**src/rtl/rf_pkg.sv**
```systemverilog
// rf_pkg: default parameters and stack-operation encoding shared by the register/stack file.
package rf_pkg;
    localparam int DEF_DATA_W      = 32;
    localparam int DEF_NREGS       = 8;
    localparam int DEF_STACK_DEPTH = 8;
    localparam int DEF_PC_W        = 8;
    localparam int DEF_ZERO_REG    = 1;

    typedef enum logic [1:0] {
        OP_NONE = 2'b00,
        OP_PUSH = 2'b01,
        OP_POP  = 2'b10,
        OP_SWAP = 2'b11
    } stack_op_e;

    function automatic stack_op_e decode_op(input logic push, input logic pop);
        return stack_op_e'({pop, push});
    endfunction
endpackage

```
**src/rtl/lifo_stack.sv**
```systemverilog
// lifo_stack: return-address LIFO with one-cycle registered pop, push/pop swap and sticky error.
module lifo_stack
    import rf_pkg::*;
#(
    parameter int DEPTH = DEF_STACK_DEPTH,
    parameter int PC_W  = DEF_PC_W,
    parameter int SW    = $clog2(DEPTH + 1)
) (
    input  logic            clk,
    input  logic            reset,
    input  logic            push,
    input  logic [PC_W-1:0] push_pc,
    input  logic            pop,
    input  logic            err_clr,
    output logic            pop_valid,
    output logic [PC_W-1:0] pop_pc,
    output logic            full,
    output logic            empty,
    output logic [SW-1:0]   count,
    output logic            err
);
    localparam int IW = DEPTH > 1 ? $clog2(DEPTH) : 1;

    logic [PC_W-1:0] mem_q [DEPTH];
    logic [PC_W-1:0] mem_d [DEPTH];
    logic [SW-1:0]   count_q, count_d;
    logic [PC_W-1:0] pop_pc_q, pop_pc_d;
    logic            pop_valid_q, pop_valid_d;
    logic            err_q, err_d;
    logic [IW-1:0]   wr_idx, top_idx;

    assign wr_idx    = IW'(count_q);
    assign top_idx   = IW'(count_q - 1'b1);
    assign full      = count_q == SW'(DEPTH);
    assign empty     = count_q == '0;
    assign count     = count_q;
    assign pop_pc    = pop_pc_q;
    assign pop_valid = pop_valid_q;
    assign err       = err_q;

    // Clear is applied first so a same-cycle error overrides it.
    always_comb begin
        mem_d       = mem_q;
        count_d     = count_q;
        pop_pc_d    = pop_pc_q;
        pop_valid_d = 1'b0;
        err_d       = err_q & ~err_clr;
        case (decode_op(push, pop))
            OP_PUSH: begin
                if (full) err_d = 1'b1;
                else begin
                    mem_d[wr_idx] = push_pc;
                    count_d       = count_q + 1'b1;
                end
            end
            OP_POP: begin
                if (empty) err_d = 1'b1;
                else begin
                    pop_pc_d    = mem_q[top_idx];
                    pop_valid_d = 1'b1;
                    count_d     = count_q - 1'b1;
                end
            end
            OP_SWAP: begin
                pop_valid_d = 1'b1;
                pop_pc_d    = empty ? push_pc : mem_q[top_idx];
                if (!empty) mem_d[top_idx] = push_pc;
            end
            default: ;
        endcase
    end

    always_ff @(posedge clk or negedge reset) begin
        if (!reset) begin
            for (int k = 0; k < DEPTH; k++) mem_q[k] <= '0;
            count_q     <= '0;
            pop_pc_q    <= '0;
            pop_valid_q <= 1'b0;
            err_q       <= 1'b0;
        end else begin
            mem_q       <= mem_d;
            count_q     <= count_d;
            pop_pc_q    <= pop_pc_d;
            pop_valid_q <= pop_valid_d;
            err_q       <= err_d;
        end
    end
endmodule

```
**src/rtl/reg_stack_file.sv**
```systemverilog
// reg_stack_file: 2R1W register file with write bypass and optional hardwired zero register,
// alongside an independent return-address stack.
module reg_stack_file
    import rf_pkg::*;
#(
    parameter int DATA_W      = DEF_DATA_W,
    parameter int NREGS       = DEF_NREGS,
    parameter int STACK_DEPTH = DEF_STACK_DEPTH,
    parameter int PC_W        = DEF_PC_W,
    parameter int ZERO_REG    = DEF_ZERO_REG,
    localparam int AW         = NREGS > 1 ? $clog2(NREGS) : 1,
    localparam int SW         = $clog2(STACK_DEPTH + 1)
) (
    input  logic              clk,
    input  logic              reset,
    input  logic              wr_en,
    input  logic [AW-1:0]     ws,
    input  logic [DATA_W-1:0] wd,
    input  logic [AW-1:0]     rs1,
    input  logic [AW-1:0]     rs2,
    output logic [DATA_W-1:0] rd1,
    output logic [DATA_W-1:0] rd2,
    input  logic              push,
    input  logic [PC_W-1:0]   push_pc,
    input  logic              pop,
    output logic              pop_valid,
    output logic [PC_W-1:0]   pop_pc,
    output logic              stack_full,
    output logic              stack_empty,
    output logic [SW-1:0]     stack_count,
    output logic              stack_err,
    input  logic              err_clr
);
    logic [DATA_W-1:0] regs_q [NREGS];
    logic              wr_ok;

    function automatic logic in_range(input logic [AW-1:0] a);
        return {1'b0, a} < (AW + 1)'(NREGS);
    endfunction

    function automatic logic is_zero(input logic [AW-1:0] a);
        return ZERO_REG != 0 && a == '0;
    endfunction

    function automatic logic [DATA_W-1:0] rd_port(input logic [AW-1:0] rs);
        if (is_zero(rs) || !in_range(rs)) return '0;
        return (wr_en && ws == rs) ? wd : regs_q[rs];
    endfunction

    assign wr_ok = wr_en && in_range(ws) && !is_zero(ws);

    always_comb begin
        rd1 = rd_port(rs1);
        rd2 = rd_port(rs2);
    end

    always_ff @(posedge clk or negedge reset) begin
        if (!reset) begin
            for (int k = 0; k < NREGS; k++) regs_q[k] <= '0;
        end else if (wr_ok) begin
            regs_q[ws] <= wd;
        end
    end

    lifo_stack #(
        .DEPTH(STACK_DEPTH),
        .PC_W (PC_W),
        .SW   (SW)
    ) u_stack (
        .clk      (clk),
        .reset    (reset),
        .push     (push),
        .push_pc  (push_pc),
        .pop      (pop),
        .err_clr  (err_clr),
        .pop_valid(pop_valid),
        .pop_pc   (pop_pc),
        .full     (stack_full),
        .empty    (stack_empty),
        .count    (stack_count),
        .err      (stack_err)
    );
endmodule

```
**config.mk**
```make
export PLATFORM = sky130hd
export DESIGN_NAME = reg_stack_file
export DESIGN_NICKNAME = d
export VERILOG_FILES = /design/src/rtl/rf_pkg.sv /design/src/rtl/lifo_stack.sv /design/src/rtl/reg_stack_file.sv
export SDC_FILE = /design/constraint.sdc
export NUM_CORES = 1
export LEC_CHECK = 0
export CELL_PAD_IN_SITES_DETAIL_PLACEMENT = 0
export CELL_PAD_IN_SITES_GLOBAL_PLACEMENT = 1
export CORE_ASPECT_RATIO = 1.1
export CORE_MARGIN = 2
export CORE_UTILIZATION = 49
export CTS_BUF_LIST = sky130_fd_sc_hd__clkbuf_8
export DETAILED_ROUTE_END_ITERATION = 7
export DONT_BUFFER_PORTS = 1
export PLACE_DENSITY_LB_ADDON = 0.1
export SYNTH_ARGS = -nofsm -noshare
export SYNTH_HDL_FRONTEND = slang
export SYNTH_SLANG_ARGS = --single-unit
```
**constraint.sdc**
```tcl
create_clock -name clk -period 2.3 [get_ports clk]
set_input_delay 0.115 -clock clk [delete_from_list [all_inputs] [get_ports clk]]
set_output_delay 0.115 -clock clk [all_outputs]
set_load 0.02 [all_outputs]
```
======== Word level (Yosys, flattened, before mapping) ========
Cells that the tools add are included.
word-level totals
  flip-flop bits (word level) ............. 334
  input bits .............................. 55
  output and inout bits ................... 80
  logic and storage cells ................. 103
cells by class
  $add $sub $neg .......................... 2
  $lt $le $gt $ge ......................... 8
  eq/ne operators ......................... 9
  muxes and demuxes ....................... 40
  bitwise operators ....................... 7
  reduce and logical (&&, ||, !) cells .... 17
operators with widths
  operator               number
  $mux W32               11
  $bwmux W256            1
  $bmux W32 S3           2
  $bwmux W64             2
  $mux W64               2
  $pmux W64 S2           1
  $demux W32 S3          1
  $demux W8 S3           2
  $mux W8                6
  $bmux W8 S3            1
  $ge A4 B4 Y1 const B   5
  $not A3 Y4             5
  $pmux W8 S2            1
  $lt A4 B1 Y1 const B   3
  $logic_not A3 Y1       3
  $mux W4                2
  $pmux W4 S2            1
  $eq A3 B3 Y1           2
  $logic_and A1 B1 Y1    6
  $ne A2 B2 Y1 const B   3
  $reduce_and A3 Y1      2
  $reduce_bool A2 Y1     3
  $mux W1                5
  $add A4 B1 Y4 const B  1
  10 further kinds       12

======== Longest topological paths before layout ========
  depth in word-level cells ............... 9
  mapped depth ............................ 7
  gate-level depth less buffers ........... 6

======== Modules after synthesis ========
A second synthesis with hierarchy kept.
second synthesis, totals
  cells, all modules ...................... 1,385
  area total of the unflattened synthesis .. 16,866.2 um^2
modules (own cells, without submodules)
  module          times used  cells an instance  area each (um^2)
  reg_stack_file  1           1,075              12,742.2
  lifo_stack      1           310                4,124.0

======== Worst setup path after synthesis ========
No wires, ideal clock.
  kind .................................... reg2reg
  start point ............................. register u_stack.count_q[0], in the netlist u_stack.count[0]
  end point ............................... register u_stack.mem_q[56] (netlist bit)
  data arrival time ....................... 2,174 ps
  path slack .............................. 1 ps
  stages on the path, launching flop included .. 7
  cells stage by stage .................... dfrtp_1 inv_2 ha_1 xor2_1 or3_1 a22oi_4 mux2_4
between the ends
  cells in the longest elaborated chain, start to end .. 9
ends and longest elaborated chain
  item                                                                       RTL line          RTL
  from (decl)                                                                lifo_stack.sv:26  logic [SW-1:0] count_q, count_d;
  from (signal assigned)                                                     lifo_stack.sv:82  count_q <= count_d;
  $sub A4 B1 Y4                                                              --
  $not A3 Y4 (not written as such)                                           lifo_stack.sv:67  if (!empty) mem_d[top_idx] = push_pc;
  $ge A4 B4 Y1 (not written as such) / $lt A4 B1 Y1 (equally long branches)  lifo_stack.sv:67
  $logic_and A1 B1 Y1 (not written as such)                                  lifo_stack.sv:67
  $mux W8 (not written as such)                                              lifo_stack.sv:67
  $demux W8 S3                                                               lifo_stack.sv:67
  $bwmux W64                                                                 lifo_stack.sv:67
  $mux W64                                                                   lifo_stack.sv:67
  $pmux W64 S2                                                               lifo_stack.sv:48  case (decode_op(push, pop))
  to (signal assigned)                                                       lifo_stack.sv:81  mem_q <= mem_d;
  to (decl)                                                                  lifo_stack.sv:24  logic [PC_W-1:0] mem_q [DEPTH];
Parallel ways exist; a longest one is shown, timed or not. The select of a mux whose other input is x is not followed.
A chain may end at the register's enable or synchronous reset.

======== Worst setup path after layout ========
  start point ............................. input rs2[1]
  end point ............................... output rd2[7]
between the ends
  cells in the longest elaborated chain, start to end .. 6
ends and longest elaborated chain
  item                                         RTL line              RTL
  from (decl)                                  reg_stack_file.sv:20  input logic [AW-1:0] rs2,
  $not A3 Y4 (not written as such)             reg_stack_file.sv:47  return (wr_en && ws == rs) ? wd : regs_q[rs];
  $bmux W32 S3                                 reg_stack_file.sv:47
  $mux W32 (not written as such) (2 in a row)  reg_stack_file.sv:47
  $mux W32                                     reg_stack_file.sv:47
  $mux W32 *                                   reg_stack_file.sv:47
  to (decl)                                    reg_stack_file.sv:22  output logic [DATA_W-1:0] rd2,
Mark *: on every way between the ends. The rest lies on a longest branch, timed or not. The select of a mux whose other input is x is not followed.

==> flow_summary_export.csv <==
group,metric,value,unit
timing,fin_crit_sh,0.951,
worst_setup_path,path_max_fanout,100,
cells_and_area,layout_commonest_cell,"dfrtp_1",
cells_and_area,fin_area,18600,um2
timing,fmax,0.457,GHz
run_status,status,"finished, violations left",
worst_setup_path,crit_arrival,2.07,ns
clock_tree,clkSlewWorstSetupHoldPaths,0.06,ns
detailed_routing,wl_per_cell,24.9,um
detailed_routing,drt-initial-drc-count,922,
detailed_routing,num_vias,12000,
run_status,violations,"negative hold slack",
placement,gp_congestion,0.757,
power,p_switching,5.95,mW
cells_and_area,n_fill_cell,2875,
clock_tree,cts_buffer_depth,3,
worst_setup_path,crit_family,"compound AO/OA/AOI/OAI gates",
floorplan,rows,70,
timing,relSlewSlack,0.415,
floorplan,die-area,34900,um2
power,ir_drop,0.707,mV
placement,port_buffers,0,
global_route,grt_pass1_vias,12300,
clock_tree,holdBufCountCts,47,
detailed_routing,drc_errors,0,
worst_setup_path,critPathBufInv,1,
floorplan,core_area,33100,um2
detailed_routing,viasPerCell,6.42,
worst_setup_path,crit_path_cell_trace,"xor2_1 > o41ai_1 > a21oi_4 > buf_4 > a32o_1",
hold_path,hold_path.class,"in -> async",
clock_tree,clk_latency,0.61,ns
synth,synth_async_sr_flop_share,1.00,
placement,placed_cell_area,16900,um2
timing,clock_skew,0.0230,ns
synth,syn_avg_cell_area,12.0,um2
power,power_leakage,7.57,nW
detailed_routing,drt-total-wl,46600,um
power,comb_power_share,0.308,
synth,synthCells,1367,
timing,rsz0062_at_grt,"false",
worst_setup_path,slowest_stage,"a21oi_4",
cells_and_area,drive_above_1_share,0.320,
synth,ys_ff_latch,302,
power,sequentialPowerShare,0.419,
flow_run,cap_violations,0,
worst_setup_path,cpPeakStageDelay,0.72,ns
floorplan,die_x,178,um
synth,synth.net_count,1427,
floorplan,pin_count,135,
clock_tree,cts_tree,"yes",
cells_and_area,antennaDiodeCount,0,
cells_and_area,final_util,0.560,
cells_and_area,final_cell_mix,"dfrtp_1 (302), mux2_2 (273), clkbuf_8 (75)",
timing,period_minus_slack,2.19,ns
synth,ys_types,47,
timing,finalSetupViolations,0,
timing,finalMaxSlewViolations,0,
clock_tree,h-tree-depth,2,
synth,synth_top_flop_cell,"dfrtp_1",
detailed_routing,firstDrtPassIters,5,
cells_and_area,final-instance-count-excl-fill,1870,
timing,fin_tns_setup,0,ns
global_route,grt_max_degree,303,
timing,hold_viol_final,302,
global_route,antenna_found_initial,0,
power,powerDensity,1030,nW/um2
synth,synth-edff-count,0,
worst_setup_path,end_kind,"output pin",
placement,hpwl,25700,um
synth,yosysSeqAreaShare,0.462,
placement,dpl.cell_count,1728,
global_route,grtUsageTotal,0.270,
clock_tree,cts_root_buffer,"clkbuf_8",
floorplan,die_h,196,um
timing,worst_pin_slew,0.875,ns
timing,whs,-0.780,ns
worst_setup_path,crit_type,"in -> out",
global_route,grt_overflow,0,
synth,synth_area,16400,um2
power,p_sw_frac,0.311,
cells_and_area,area_growth,13.3,%
power,power_frac_clock,0.274,
clock_tree,clock_sinks,302,
worst_setup_path,critPathLaunchType,"primary input",
floorplan,start_util,0.495,
worst_setup_path,required,2.18,ns
detailed_routing,ant_nets,0,
global_route,grt_pass1_wl,72500,um
power,intPower,13.2,mW
synth,yosys_warnings,0,
cells_and_area,nNetsFinal,1457,
clock_tree,cts_buffers,52,
## cell families after synthesis
| family | Yosys count | synth area share |
|---|---|---|
| buffers and inverters | 129 | 0.0341 |
| flip-flops | 302 | 0.462 |
| adder cells (fa/ha/maj) | 5 | 0.00382 |
| AO/OA/AOI/OAI | 300 | 0.142 |
| AND/OR/NAND/NOR | 241 | 0.0831 |
| multiplexers | 379 | 0.270 |
| XOR/XNOR | 11 | 0.00588 |
## final timing paths
check | from | end | slack (ns) | cells past startpoint
max in group asynchronous | reset | u_stack.pop_pc[3]$_DFFE_PN0P_ | 2.59 | 0
min in group clk | ws[0] | regs_q[183]$_DFFE_PN0P_ | 0.04 | 3
max | rs2[1] | rd2[7] | 0.11 | 5
min reg2reg | u_stack.mem_q[54]$_DFFE_PN0P_ | u_stack.mem_q[54]$_DFFE_PN0P_ | 0.50 | 1
max reg2reg | u_stack.count[0]$_DFFE_PN0P_ | u_stack.mem_q[49]$_DFFE_PN0P_ | 0.14 | 5
min | reset | regs_q[70]$_DFFE_PN0P_ | -0.78 | 0
## flip-flops by register name, indices dropped and copies added (netlist names)
signal             count
u_stack.mem_q         64
u_stack.count          4
u_stack.pop_pc         8
u_stack.err            1
u_stack.pop_valid      1
regs_q               224
## routing by layer
metal  track usage  part of all wire
met3        0.0537             0.068
met4        0.0681             0.017
met5             0                 0
met2         0.438              0.48
met1         0.372              0.44
## synth_stat cells, drive strengths merged, types with 16 or more instances
library cell / count / area [um2]
a21oi: 18 / 146
a32o: 64 / 641
and2: 64 / 400
buf: 56 / 284
clkbuf: 63 / 236
dfrtp: 302 / 7560
mux2: 289 / 3310
mux2i: 74 / 741
mux4: 16 / 360
nor2: 72 / 270
o21ai: 68 / 363
o22ai: 72 / 450
o32ai: 65 / 569
or3: 65 / 407
## what timing repair did
action	in CTS	in global routing
setup buffers	0	0
resized for setup	2	2
setup endpoints to repair	4	8
endpoints found under the hold margin	600	302
gates cloned	0	0
## power groups by stage
| stage | clock [mW] | combinational [mW] | sequential (mW) |
|---|---|---|---|
| CTS | 5.37 | 5.90 | 8.00 |
| global placement | 0 | 5.58 | 8.03 |
| finish | 5.24 | 5.89 | 8.01 |
| global route | 5.63 | 6.35 | 8.21 |
| detailed placement | 0 | 5.72 | 8.07 |
| floorplan | 0 | 4.74 | 7.81 |
## cell type report
class,count,area [um2],share of cell area
Multi-Input combinational cell,936,8360,0.451
Sequential cell,302,7560,0.407
Clock buffer,75,1030,0.0556
Timing Repair Buffer,95,906,0.0488
Tap cell,432,541,0.0291
Clock inverter,20,116,0.00627
Inverter,10,37.5,0.00202
## metrics by stage
step	total power [mW]	hold WS, ns	setup WS (ns)
floorplan	12.6	-0.181	0.00124
global placement	13.6	-0.165	0.0467
detailed placement	13.8	-0.165	0.0254
CTS	19.3	-0.819	0.0359
global route	20.2	-0.815	0.0379
finish	19.1	-0.780	0.112
(Power assumes the default switching activity.)
